### src/rtl/clock_monitor_pkg.sv
// clock_monitor_pkg: shared state encoding and default sizing for the clock monitor
package clock_monitor_pkg;
    localparam logic [1:0] ST_IDLE = 2'd0;
    localparam logic [1:0] ST_MEASURE = 2'd1;
    localparam logic [1:0] ST_STOPPED = 2'd2;
    localparam int DEFAULT_CNT_WIDTH = 16;
    localparam int DEFAULT_TIMEOUT = 1000;
    typedef enum logic [1:0] {
        IDLE = ST_IDLE,
        MEASURE = ST_MEASURE,
        STOPPED = ST_STOPPED
    } state_e;
endpackage

### src/rtl/clock_monitor_if.sv
// clock_monitor_if: period result channel between the monitor and its consumer
interface clock_monitor_if
    import clock_monitor_pkg::*;
#(
    parameter int CNT_WIDTH = DEFAULT_CNT_WIDTH
);
    logic [CNT_WIDTH-1:0] period;
    logic period_valid;
    logic period_ack;
    logic saturated;
    logic overrun;
    modport master(output period, period_valid, saturated, overrun, input period_ack);
    modport slave(input period, period_valid, saturated, overrun, output period_ack);
endinterface

### src/rtl/clock_monitor_sync_edge_detect.sv
// sync_edge_detect: multi-flop synchroniser with previous-level flop and edge flags
module sync_edge_detect
    import clock_monitor_pkg::*;
#(
    parameter int SYNC_STAGES = 2
) (
    input  logic board_clock,
    input  logic reset,
    input  logic async_in,
    output logic level,
    output logic rise,
    output logic fall
);
    logic [SYNC_STAGES-1:0] sync_q, sync_d;
    logic prev_q, prev_d;
    // shift the raw input through the chain and remember the last synchronised level
    always_comb begin
        sync_d = {sync_q[SYNC_STAGES-2:0], async_in};
        prev_d = sync_q[SYNC_STAGES-1];
    end
    // synchroniser and previous-level registers
    always_ff @(posedge board_clock) begin
        sync_q <= reset ? '0 : sync_d;
        prev_q <= reset ? 1'b0 : prev_d;
    end
    assign level = sync_q[SYNC_STAGES-1];
    assign rise = level & ~prev_q;
    assign fall = ~level & prev_q;
endmodule

### src/rtl/clock_monitor.sv
// clock_monitor: edge strobes, period measurement and stall detection for a slow clock
module clock_monitor
    import clock_monitor_pkg::*;
#(
    parameter int SYNC_STAGES = 2,
    parameter int CNT_WIDTH = DEFAULT_CNT_WIDTH,
    parameter int TIMEOUT = DEFAULT_TIMEOUT
) (
    input  logic board_clock,
    input  logic reset,
    input  logic clk_in,
    output logic rise_pulse,
    output logic fall_pulse,
    output logic stopped,
    clock_monitor_if.master bus
);
    localparam logic [CNT_WIDTH-1:0] CNT_MAX = '1;
    localparam logic [CNT_WIDTH-1:0] CNT_TIMEOUT = CNT_WIDTH'(TIMEOUT);
    state_e state_q, state_d;
    logic [CNT_WIDTH-1:0] cnt_q, cnt_d, period_q, period_d;
    logic valid_q, valid_d, sat_q, sat_d, overrun_q, overrun_d;
    logic rise_q, rise_d, fall_q, fall_d;
    logic unused_level, rise, fall, publish;

    sync_edge_detect #(.SYNC_STAGES(SYNC_STAGES)) u_sync (
        .board_clock,
        .reset,
        .async_in(clk_in),
        .level(unused_level),
        .rise,
        .fall
    );

    // a rise restarts the count (publishing only if a period was in progress); a count reaching the timeout stalls
    always_comb begin
        rise_d = rise;
        fall_d = fall;
        state_d = state_q;
        cnt_d = (cnt_q == CNT_MAX) ? cnt_q : cnt_q + CNT_WIDTH'(1);
        publish = 1'b0;
        if (rise) begin
            state_d = MEASURE;
            cnt_d = CNT_WIDTH'(1);
            publish = (state_q == MEASURE);
        end else if (state_q == STOPPED || cnt_q == CNT_TIMEOUT) begin
            state_d = STOPPED;
            cnt_d = cnt_q;
        end
    end

    // single-entry result register with ack handshake and sticky overrun
    always_comb begin
        period_d = publish ? cnt_q : period_q;
        sat_d = publish ? (cnt_q == CNT_MAX) : sat_q;
        valid_d = publish | (valid_q & ~bus.period_ack);
        overrun_d = overrun_q | (publish & valid_q & ~bus.period_ack);
    end

    // all state registers, synchronously cleared
    always_ff @(posedge board_clock) begin
        if (reset) begin
            state_q <= IDLE;
            cnt_q <= '0;
            period_q <= '0;
            valid_q <= 1'b0;
            sat_q <= 1'b0;
            overrun_q <= 1'b0;
            rise_q <= 1'b0;
            fall_q <= 1'b0;
        end else begin
            state_q <= state_d;
            cnt_q <= cnt_d;
            period_q <= period_d;
            valid_q <= valid_d;
            sat_q <= sat_d;
            overrun_q <= overrun_d;
            rise_q <= rise_d;
            fall_q <= fall_d;
        end
    end

    assign rise_pulse = rise_q;
    assign fall_pulse = fall_q;
    assign stopped = (state_q == STOPPED);
    assign bus.period = period_q;
    assign bus.period_valid = valid_q;
    assign bus.saturated = sat_q;
    assign bus.overrun = overrun_q;
endmodule

### src/flat_wrapper.sv
// flat-port wrapper written by rule: the top's interface ports become plain ports
module clock_monitor_flat import clock_monitor_pkg::*;
#(
    parameter int SYNC_STAGES = 2,
    parameter int CNT_WIDTH = DEFAULT_CNT_WIDTH,
    parameter int TIMEOUT = DEFAULT_TIMEOUT
)
  (board_clock, reset, clk_in, rise_pulse, fall_pulse, stopped, bus_period, bus_period_valid, bus_saturated, bus_overrun, bus_period_ack);
  clock_monitor_if #(.CNT_WIDTH(CNT_WIDTH)) bus_i ();
  input  logic board_clock;
  input  logic reset;
  input  logic clk_in;
  output logic rise_pulse;
  output logic fall_pulse;
  output logic stopped;
  output wire logic [$bits(bus_i.period)-1:0] bus_period;
  output wire logic [$bits(bus_i.period_valid)-1:0] bus_period_valid;
  output wire logic [$bits(bus_i.saturated)-1:0] bus_saturated;
  output wire logic [$bits(bus_i.overrun)-1:0] bus_overrun;
  input wire logic [$bits(bus_i.period_ack)-1:0] bus_period_ack;
  assign bus_period = bus_i.period;
  assign bus_period_valid = bus_i.period_valid;
  assign bus_saturated = bus_i.saturated;
  assign bus_overrun = bus_i.overrun;
  assign bus_i.period_ack = bus_period_ack;
  clock_monitor #(.SYNC_STAGES(SYNC_STAGES), .CNT_WIDTH(CNT_WIDTH), .TIMEOUT(TIMEOUT)) u_core (.board_clock(board_clock), .reset(reset), .clk_in(clk_in), .rise_pulse(rise_pulse), .fall_pulse(fall_pulse), .stopped(stopped), .bus(bus_i));
endmodule
### config.mk
export PLATFORM = sky130hd
export DESIGN_NAME = clock_monitor_flat
export DESIGN_NICKNAME = d
export VERILOG_FILES = /design/src/rtl/clock_monitor_pkg.sv /design/src/rtl/clock_monitor_if.sv /design/src/rtl/clock_monitor_sync_edge_detect.sv /design/src/rtl/clock_monitor.sv /design/src/flat_wrapper.sv
export SDC_FILE = /design/constraint.sdc
export NUM_CORES = 1
export LEC_CHECK = 0
export CORE_ASPECT_RATIO = 0.9
export CORE_MARGIN = 2
export CORE_UTILIZATION = 48
export DETAILED_ROUTE_END_ITERATION = 8
export HOLD_SLACK_MARGIN = 0.12
export PLACE_DENSITY = 0.74
export SYNTH_ARGS = -nofsm -noshare
export SYNTH_HDL_FRONTEND = slang
export SYNTH_SLANG_ARGS = --single-unit
### constraint.sdc
create_clock -name board_clock -period 1.9 [get_ports board_clock]
set_input_delay 0.38 -clock board_clock [delete_from_list [all_inputs] [get_ports board_clock]]
set_output_delay 0.38 -clock board_clock [all_outputs]
set_load 0.02 [all_outputs]
## Word-level counts from Yosys, hierarchy flattened

Cells that the tools add are included.

| operators by class | value |
|---|---|
| $add $sub $neg | 1 |
| multiply operators | 0 |
| div/mod/pow operators | 0 |
| magnitude comparators | 0 |
| equality and inequality tests | 6 |
| shift operators | 0 |
| muxes and demuxes | 6 |
| bitwise operators | 12 |
| reduce and logical (&&, ||, !) cells | 5 |

Operators with widths:

| operator | count |
|---|---|
| $add A16 B1 Y16 const B | 1 |
| $eq A16 B10 Y1 const B | 1 |
| $eq A16 B16 Y1 const B | 1 |
| $mux W1 | 6 |
| $and A1 B1 Y1 | 5 |
| $not A1 Y1 | 5 |
| $ne A2 B1 Y1 const B | 2 |
| $reduce_and A2 Y1 | 2 |
| $eq A2 B1 Y1 const B | 1 |
| $eq A2 B2 Y1 const B | 1 |
| $or A1 B1 Y1 | 2 |
| $reduce_bool A2 Y1 | 1 |
| $reduce_or A2 Y1 | 1 |
| $logic_or A1 B1 Y1 | 1 |

| storage, ports and cells | value |
|---|---|
| bits in registers | 42 |
| bits in latches | 0 |
| bits in writable memories | 0 |
| memory bits (read-only) | 0 |
| input port bits | 4 |
| word-level logic and storage cells | 42 |
| memories | 0 |

## Logic depth before layout (Yosys ltp)

Gate-level depths: netlist of the first run.

| depth | value |
|---|---|
| depth in word-level cells | 6 |
| depth in mapped cells | 8 |
| mapped depth without buffers | 6 |

## Cells and area by module

Synthesis of the first run repeated with hierarchy kept, for this count alone.

| second synthesis, totals | value |
|---|---|
| cells, all modules | 206 |
| area total of the unflattened synthesis | 1,715.4 sq um |

Modules (own cells, without submodules):

| module | instances | cells an instance | area each (sq um) |
|---|---|---|---|
| clock_monitor | 1 | 198 | 1,624.1 |
| sync_edge_detect | 1 | 8 | 91.3 |

## Worst setup path after synthesis of the first run

Ideal clock, no wire load.

| timing path | value |
|---|---|
| kind | reg2reg |
| from | reg u_core.cnt_q[11] |
| to | reg u_core.cnt_q[0] |
| setup time | 0.074 ns |
| arrival time | 1.785 ns |
| slack | 0.040 ns |
| cell stages (with the launch flop) | 8 |
| path buffers | 3 |
| cells stage by stage | dfxtp_1 -> buf_6 -> or4_4 -> o41ai_4 -> buf_6 -> buf_8 -> o21ai_2 -> a31oi_1 |

| between the ends | value |
|---|---|
| longest elaborated chain between the ends | 4 |
| elaborated cells between the ends (all ways) | 6 |

Ends and longest elaborated chain:

| item | line | RTL |
|---|---|---|
| from (decl) | clock_monitor.sv:20 | `logic [CNT_WIDTH-1:0] cnt_q, cnt_d, period_q, period_d;` |
| from (signal assigned) | clock_monitor.sv:72 | `cnt_q <= cnt_d;` |
| $eq A16 B10 Y1 | clock_monitor.sv:45 | `end else if (state_q == STOPPED \|\| cnt_q == CNT_TIMEOUT) begin` |
| $logic_or A1 B1 Y1 | clock_monitor.sv:45 |  |
| $ne A2 B1 Y1 (no source line) | n/a |  |
| $reduce_and A2 Y1 (no source line) (*) | n/a |  |

Every way passes the cells marked *; elsewhere a longest branch is shown, timed or not.
A chain may end at the register's enable or synchronous reset.

## Worst setup path in the final report of the first run

| timing path | value |
|---|---|
| from | reg u_core.cnt_q[14] |
| to | reg u_core.cnt_q[9] |

| between the ends | value |
|---|---|
| longest elaborated chain between the ends | 4 |
| elaborated cells between the ends (all ways) | 6 |

Ends and longest elaborated chain:

| item | line |
|---|---|
| $eq A16 B10 Y1 | clock_monitor.sv:45 |
| $logic_or A1 B1 Y1 | clock_monitor.sv:45 |
| $not A1 Y1 (no source line) | n/a |
| $reduce_and A2 Y1 (no source line) (*) | n/a |

Marks and branches as above.

==> flow_metrics.env, run 1 <==
export IMPL_status="finished clean"
export IMPL_die_w_um=69.9
export IMPL_rsz0062_at_grt="true"
export IMPL_synth_seq_area_share=0.448
export IMPL_holdWs_ns=0.455
export IMPL_relSlewSlack=0.699
export IMPL_synthesis_nets=223
export IMPL_synth_area_mm2=0.00188
export IMPL_dp_hpwl_mm=3.16
export IMPL_endpoint_kind="flop"
export IMPL_first_pass_iters=4
export IMPL_hold_viol=0
export IMPL_grt_pass1_wl_mm=7.42
export IMPL_clock_sinks=42
export IMPL_skew_ns=0.00407
export IMPL_peakVddDrop_uv=579
export IMPL_htreeDepth=2
export IMPL_port_buffers=25
export IMPL_synth_cell_types=39
export IMPL_numCtsBuffers=5
export IMPL_drt_iter0_drc=143
export IMPL_antenna_found_initial=0
export IMPL_ant_nets=0
export IMPL_required_ns=2.08
export IMPL_start_kind="flop"
export IMPL_grt_start_max_net_pins=23
export IMPL_grt_usage=0.210
export IMPL_ios=26
export IMPL_criticalPathCategory="flop to flop"
export IMPL_insertion_delay_ns=0.30
export IMPL_critical_path_max_stage_delay_ns=0.58
export IMPL_area_growth_pct=28.7
export IMPL_grt_pass1_vias=1546
export IMPL_worst_pin_slew_ns=0.448
export IMPL_overflow=0
export IMPL_design_area_mm2=0.00242
export IMPL_max_clock_path_buffers=2
export IMPL_fin_crit_sh=0.962
export IMPL_die_area_mm2=0.00443
export IMPL_die_height_um=63.3
export IMPL_drt_wl_total_mm=4.49
export IMPL_crit_slowest_cell="or4b_1"
export IMPL_floorplan_initialDensity=0.503
export IMPL_synth_warnings=0
export IMPL_wl_per_cell_um=14.7
export IMPL_nets=264
export IMPL_globalplace_congestion=0.903
export IMPL_synth_edf_count=0
export IMPL_postCtsHoldBufs=0
export IMPL_power_mw=1.83
export IMPL_netlist_area_leader_share=0.448
export IMPL_drv_slew=0
export IMPL_post_dp_cell_area_mm2=0.00226
export IMPL_max_cap_viol_count=0
export IMPL_p_per_area_mw_per_mm2=757
export IMPL_coreArea_mm2=0.00373
export IMPL_max_freq_ghz=0.547
export IMPL_cts_clk_slew_worst_paths_ns=0.08
export IMPL_vias_per_cell=5.70
export IMPL_hold_class="flop to flop"
export IMPL_ys_ff_latch=42
export IMPL_syn_avg_cell_area_um2=8.65
export IMPL_power_leakage_nw=0.819
export IMPL_clockRootBuffer="clkbuf_8"
export IMPL_cp_arrival_ns=2.00
export IMPL_synth_flop_cell="dfxtp_1"
export IMPL_setup_viol=0
export IMPL_n_antenna_cell=0
export IMPL_finalNonFillerCells=305
export IMPL_placedCellCount=295
export IMPL_route_detailed_drc=0
export IMPL_period_minus_slack_ns=1.83
export IMPL_ys_top_cells_by_area="dfxtp_1 45%, nand2_1 8.6%, a21oi_1 7.7%"
export IMPL_netlist_instances=217
export IMPL_tritoncts="built"
export IMPL_num_vias=1738
export IMPL_cp_max_fo=19
export IMPL_async_reset_ff_frac=0
export IMPL_synth_top_area_cell="dfxtp_1"
export IMPL_rows=21
export IMPL_rrSetupSlack_ns=0.07
export IMPL_drive_above_1_share=0.147
export IMPL_crit_chain="or4b_1 -> o41ai_4 -> buf_6 -> nor4_1 -> mux2i_1"
registers in the layout (all words and copies together), names as in the netlist:
signal,cells
u_core.state_q,2
u_core.rise_pulse,1
u_core.fall_pulse,1
u_core.u_sync.sync_q,2
u_core.bus.period,16
u_core.bus.overrun,1
u_core.cnt_q,16
u_core.u_sync.prev_q,1
u_core.bus.period_valid,1
u_core.bus.saturated,1
cells by family (layout without fill, tap and decap cells):
kind of cell	count (synthesis)	count (layout)	synth area share
compound gates	50	50	0.177
simple gates	101	101	0.291
buf+inv	19	61	0.0547
mux	3	3	0.0160
flops	42	42	0.448
fa+ha+maj	2	2	0.0133
report_power, final:
group | internal, mW | total, mW | switching (mW)
clock network | 0.527 | 0.853 | 0.327
logic | 0.0327 | 0.0770 | 0.0443
registers | 0.890 | 0.900 | 0.00977
total | 1.45 | 1.83 | 0.381
worst paths after layout:
| check | to | from | depth (start not counted) |
|---|---|---|---|
| worst min register to register | u_core.bus.period[11] | u_core.bus.period[11] | 2 |
| worst min-delay path | u_core.bus.period[11] | u_core.bus.period[11] | 2 |
| worst max register to register | u_core.cnt_q[9] | u_core.cnt_q[14] | 5 |
| worst max-delay path | u_core.cnt_q[9] | u_core.cnt_q[14] | 5 |
layout make-up:
cell class / instances / area (um^2)
fillers: 310 / 1320
flip-flops and latches: 42 / 842
clock buffers: 5 / 68.8
repair buffers: 48 / 425
inverters: 5 / 18.8
multi-input cells: 156 / 935
clock inverters: 3 / 68.8
well taps: 46 / 57.6
cells in the final DEF (no fill, tap or decap), drive strengths merged, types with 4 or more instances in the layout:
master and count:
nor4 6, nor2b 4, nand4 7, buf 23, nand2 43, nand3 9
dfxtp 42, inv 5, nand2b 4, o31ai 9, clkbuf 5, a21oi 29
nor2 4, or4 11, clkdlybuf4s50 24
Yosys cell counts, drive strengths merged, types with 2 or more instances:
library cell   n
nand3          9
nor2b          4
nand2b         4
inv            5
o41ai          3
nand3b         2
nor2           4
o21ai          2
dfxtp         42
ha             2
nor4           6
nand2         43
a41oi          2
and4           2
or3            3
nor3b          2
buf            8
a21oi         29
clkbuf         6
mux2i          3
or4           11
o31ai          9
nand4          7
critical path, delay by kind of cell (launching register included):
family | cells | cell delay [ns]
muxes | 1 | 0.13
buffers and inverters | 1 | 0.22
DFF | 1 | 0.33
and+or+nand+nor | 2 | 0.66
AOI/OAI and AO/OA | 1 | 0.35
what timing repair did:
item                                    in CTS  in global routing
pin swaps                                    0                  3
endpoints found under the setup margin       1                 13
gates resized for setup                      1                  3
buffers inserted                             0                  2
gates cloned                                 0                  0
layer usage:
metal / global-route usage / up-vias / part of all wire
li1: - / 876 / -
met1: 0.284 / 801 / 0.48
met2: 0.338 / 55 / 0.46
met3: 0.0576 / 6 / 0.059
met4: 0.0433 / 0 / 0.0080
met5: 0 / - / 0
stage by stage:
stage / utilization / worst slack, ns / setup TNS [ns]
2_1_floorplan: - / 0.0402 / 0
3_3_place_gp: 0.605 / 0.110 / 0
3_5_place_dp: 0.605 / 0.0578 / 0
4_1_cts: 0.642 / 0.0435 / 0
5_1_grt: 0.648 / -0.00243 / -0.00243
6_report: 0.648 / 0.0715 / 0
Power figures use the tool's default switching activity.
==> run 2, diff against run 1 <==
Settings changed: GPL_ROUTABILITY_DRIVEN from default to 1, HOLD_SLACK_MARGIN 0.12 to default.
==> results of run 2 <==
No change in the layout: final DEF, timing and power equal those of run 1.
==> run 3, diff against run 2 <==
Settings changed: ABC_AREA from default to 1, CORE_UTILIZATION 48 to 49, PLACE_DENSITY 0.74 to 0.75.
==> run 3 against run 2 <==
Clock power decreased by 35%. Flip-flop and latch count unchanged. Largest power group unchanged. Cell count increased by 11%. Critical path type is now flop to output port. Combinational power increased by 12%. Utilization decreased by 3.6 points. First-iteration DRC count decreased by 3.5%. Wire length decreased by 6.1%. Critical path depth decreased by 2. Non-clock buffer count decreased by 19. Setup slack improved by 0.021 ns.
==> flow_metrics.env, run 3 <==
export IMPL_rows=21
export IMPL_globalplace_congestion=0.888
export IMPL_fin_util=0.611
export IMPL_grt_pass1_vias=1567
export IMPL_die_w_um=70.3
export IMPL_hold_class="flop to flop"
export IMPL_postCtsHoldBufs=0
export IMPL_syn_avg_cell_area_um2=7.27
export IMPL_nets=300
export IMPL_max_cap_viol_count=0
export IMPL_rsz0062_at_grt="false"
export IMPL_relSlewSlack=0.604
export IMPL_synth_seq_area_share=0.433
export IMPL_max_freq_ghz=0.553
export IMPL_async_reset_ff_frac=0
export IMPL_drv_slew=0
export IMPL_finalNonFillerCells=340
export IMPL_netlist_instances=267
export IMPL_ys_top_cells_by_area="dfxtp_1 43%, nand2_1 12%, a21oi_1 6.4%"
export IMPL_port_buffers=25
export IMPL_crit_chain="inv_1 -> nor2_1 -> clkdlybuf4s50_1"
export IMPL_ctsResizeCount=0
export IMPL_coreArea_mm2=0.00376
export IMPL_synth_area_mm2=0.00194
export IMPL_first_pass_iters=4
export IMPL_synth_warnings=0
export IMPL_drt_iter0_drc=138
export IMPL_cp_arrival_ns=1.43
export IMPL_status="finished clean"
export IMPL_peakVddDrop_uv=572
export IMPL_start_kind="flop"
export IMPL_crit_family="buffers and inverters"
export IMPL_synth_most_common_cell="nand2_1"
export IMPL_num_vias=1713
export IMPL_synth_flop_cell="dfxtp_1"
export IMPL_area_growth_pct=18.3
export IMPL_insertion_delay_ns=0.30
export IMPL_synthesis_nets=273
export IMPL_period_minus_slack_ns=1.81
export IMPL_numCtsBuffers=5
export IMPL_antenna_found_initial=0
export IMPL_layout_common_cells="62 x nand2_1, 42 x dfxtp_1, 31 x inv_1"
export IMPL_route_detailed_drc=0
export IMPL_synth_top_area_cell="dfxtp_1"
export IMPL_ios=26
export IMPL_p_per_area_mw_per_mm2=677
export IMPL_die_height_um=63.7
export IMPL_cp_max_fo=3
export IMPL_wl_per_cell_um=12.4
export IMPL_htreeDepth=2
export IMPL_vias_per_cell=5.04
export IMPL_hold_viol=0
export IMPL_cts_clk_slew_worst_paths_ns=0.07
export IMPL_die_area_mm2=0.00448
export IMPL_dp_hpwl_mm=3.07
export IMPL_setup_tns_ns=0
export IMPL_drive_above_1_share=0.102
export IMPL_endpoint_kind="output port"
export IMPL_clockRootBuffer="clkbuf_8"
export IMPL_overflow=0
export IMPL_netlist_area_leader_share=0.433
export IMPL_criticalPathCategory="flop to output port"
export IMPL_floorplan_initialDensity=0.516
export IMPL_synth_cell_types=25
export IMPL_clock_sinks=42
export IMPL_crit_slowest_cell="clkdlybuf4s50_1"
export IMPL_final_common_cell="nand2_1"
export IMPL_n_antenna_cell=0
export IMPL_grt_pass1_wl_mm=7.33
export IMPL_ant_nets=0
export IMPL_cp_buffers_inverters=2
export IMPL_worst_pin_slew_ns=0.593
export IMPL_setup_viol=0
export IMPL_drt_wl_total_mm=4.21
export IMPL_ys_top_cells_by_count="62 x nand2_1, 42 x dfxtp_1, 31 x inv_1, 30 x nor2_1, 25 x a21oi_1"
export IMPL_ys_ff_latch=42
export IMPL_synth_edf_count=0
export IMPL_fin_crit_sh=0.952
export IMPL_post_cts_buffers=0
export IMPL_grt_usage=0.206
export IMPL_max_clock_path_buffers=2
export IMPL_tritoncts="built"
export IMPL_critical_path_max_stage_delay_ns=0.62
export IMPL_skew_ns=0.0108
export IMPL_required_ns=1.52
export IMPL_placedCellCount=333
export IMPL_grt_start_max_net_pins=32
export IMPL_power_leakage_nw=0.902
[run 3: cell types whose count changed after synthesis, moves of 5 or more]
cell / change
o31ai_1: -9
a21oi_2: +7
nor2_1: +26
o21ai_0: +18
nor4_1: -5
inv_1: +26
nand2_1: +19
xor2_1: +8
or4_1: -10
[run 3: cell type report]
| class | count | area [um^2] |
|---|---|---|
| Timing Repair Buffer | 29 | 280 |
| Multi-Input combinational cell | 182 | 911 |
| Inverter | 34 | 128 |
| Clock buffer | 5 | 68.8 |
| Clock inverter | 2 | 10.0 |
| Tap cell | 46 | 57.6 |
| Sequential cell | 42 | 841 |
| Fill cell | 360 | 1460 |
[run 3: cells by family after synthesis]
kind of cell,synth area share
AND/OR/NAND/NOR,0.271
AO/OA/AOI/OAI,0.150
buffers and inverters,0.0974
flip-flops,0.433
XOR/XNOR,0.0361
adder cells (fa/ha/maj),0.0129
[run 3: per-layer routing]
layer,GRT usage,part of all wire
met4,0.0721,0.010
met1,0.272,0.47
met5,0,0
met2,0.333,0.48
met3,0.0464,0.043
[run 3: worst paths after layout]
kind | from | end | slack (ns) | depth (start not counted)
min | u_core.u_sync.sync_q[0] | u_core.u_sync.sync_q[1] | 0.41 | 2
min reg2reg | u_core.u_sync.sync_q[0] | u_core.u_sync.sync_q[1] | 0.41 | 2
max reg2reg | u_core.cnt_q[0] | u_core.cnt_q[5] | 0.21 | 11
max | u_core.state_q[1] | stopped | 0.09 | 3
[run 3: per-stage QoR]
step / hold WS [ns] / setup slack (ns) / area, um^2 / power, mW
floorplan: 0.388 / 0.490 / 1940 / 0.986
global placement: 0.391 / 0.171 / 2220 / 1.02
detailed placement: 0.395 / 0.0990 / 2220 / 1.02
CTS: 0.408 / 0.0912 / 2300 / 1.56
global route: 0.473 / 0.0162 / 2300 / 1.62
finish: 0.406 / 0.0921 / 2300 / 1.55
[run 3: worst reg2reg max path: cells and delay by family (launching register included)]
kind | cells | cell delay, ns
AOI/OAI and AO/OA | 1 | 0.05
DFF | 1 | 0.41
adders and majority gates | 1 | 0.25
buffers and inverters | 3 | 0.35
and+or+nand+nor | 6 | 0.48
[run 3: report_power, final]
part	switching [mW]	internal [mW]
Combinational	0.0512	0.0354
Clock	0.309	0.247
Sequential	0.0159	0.897
Total	0.376	1.18
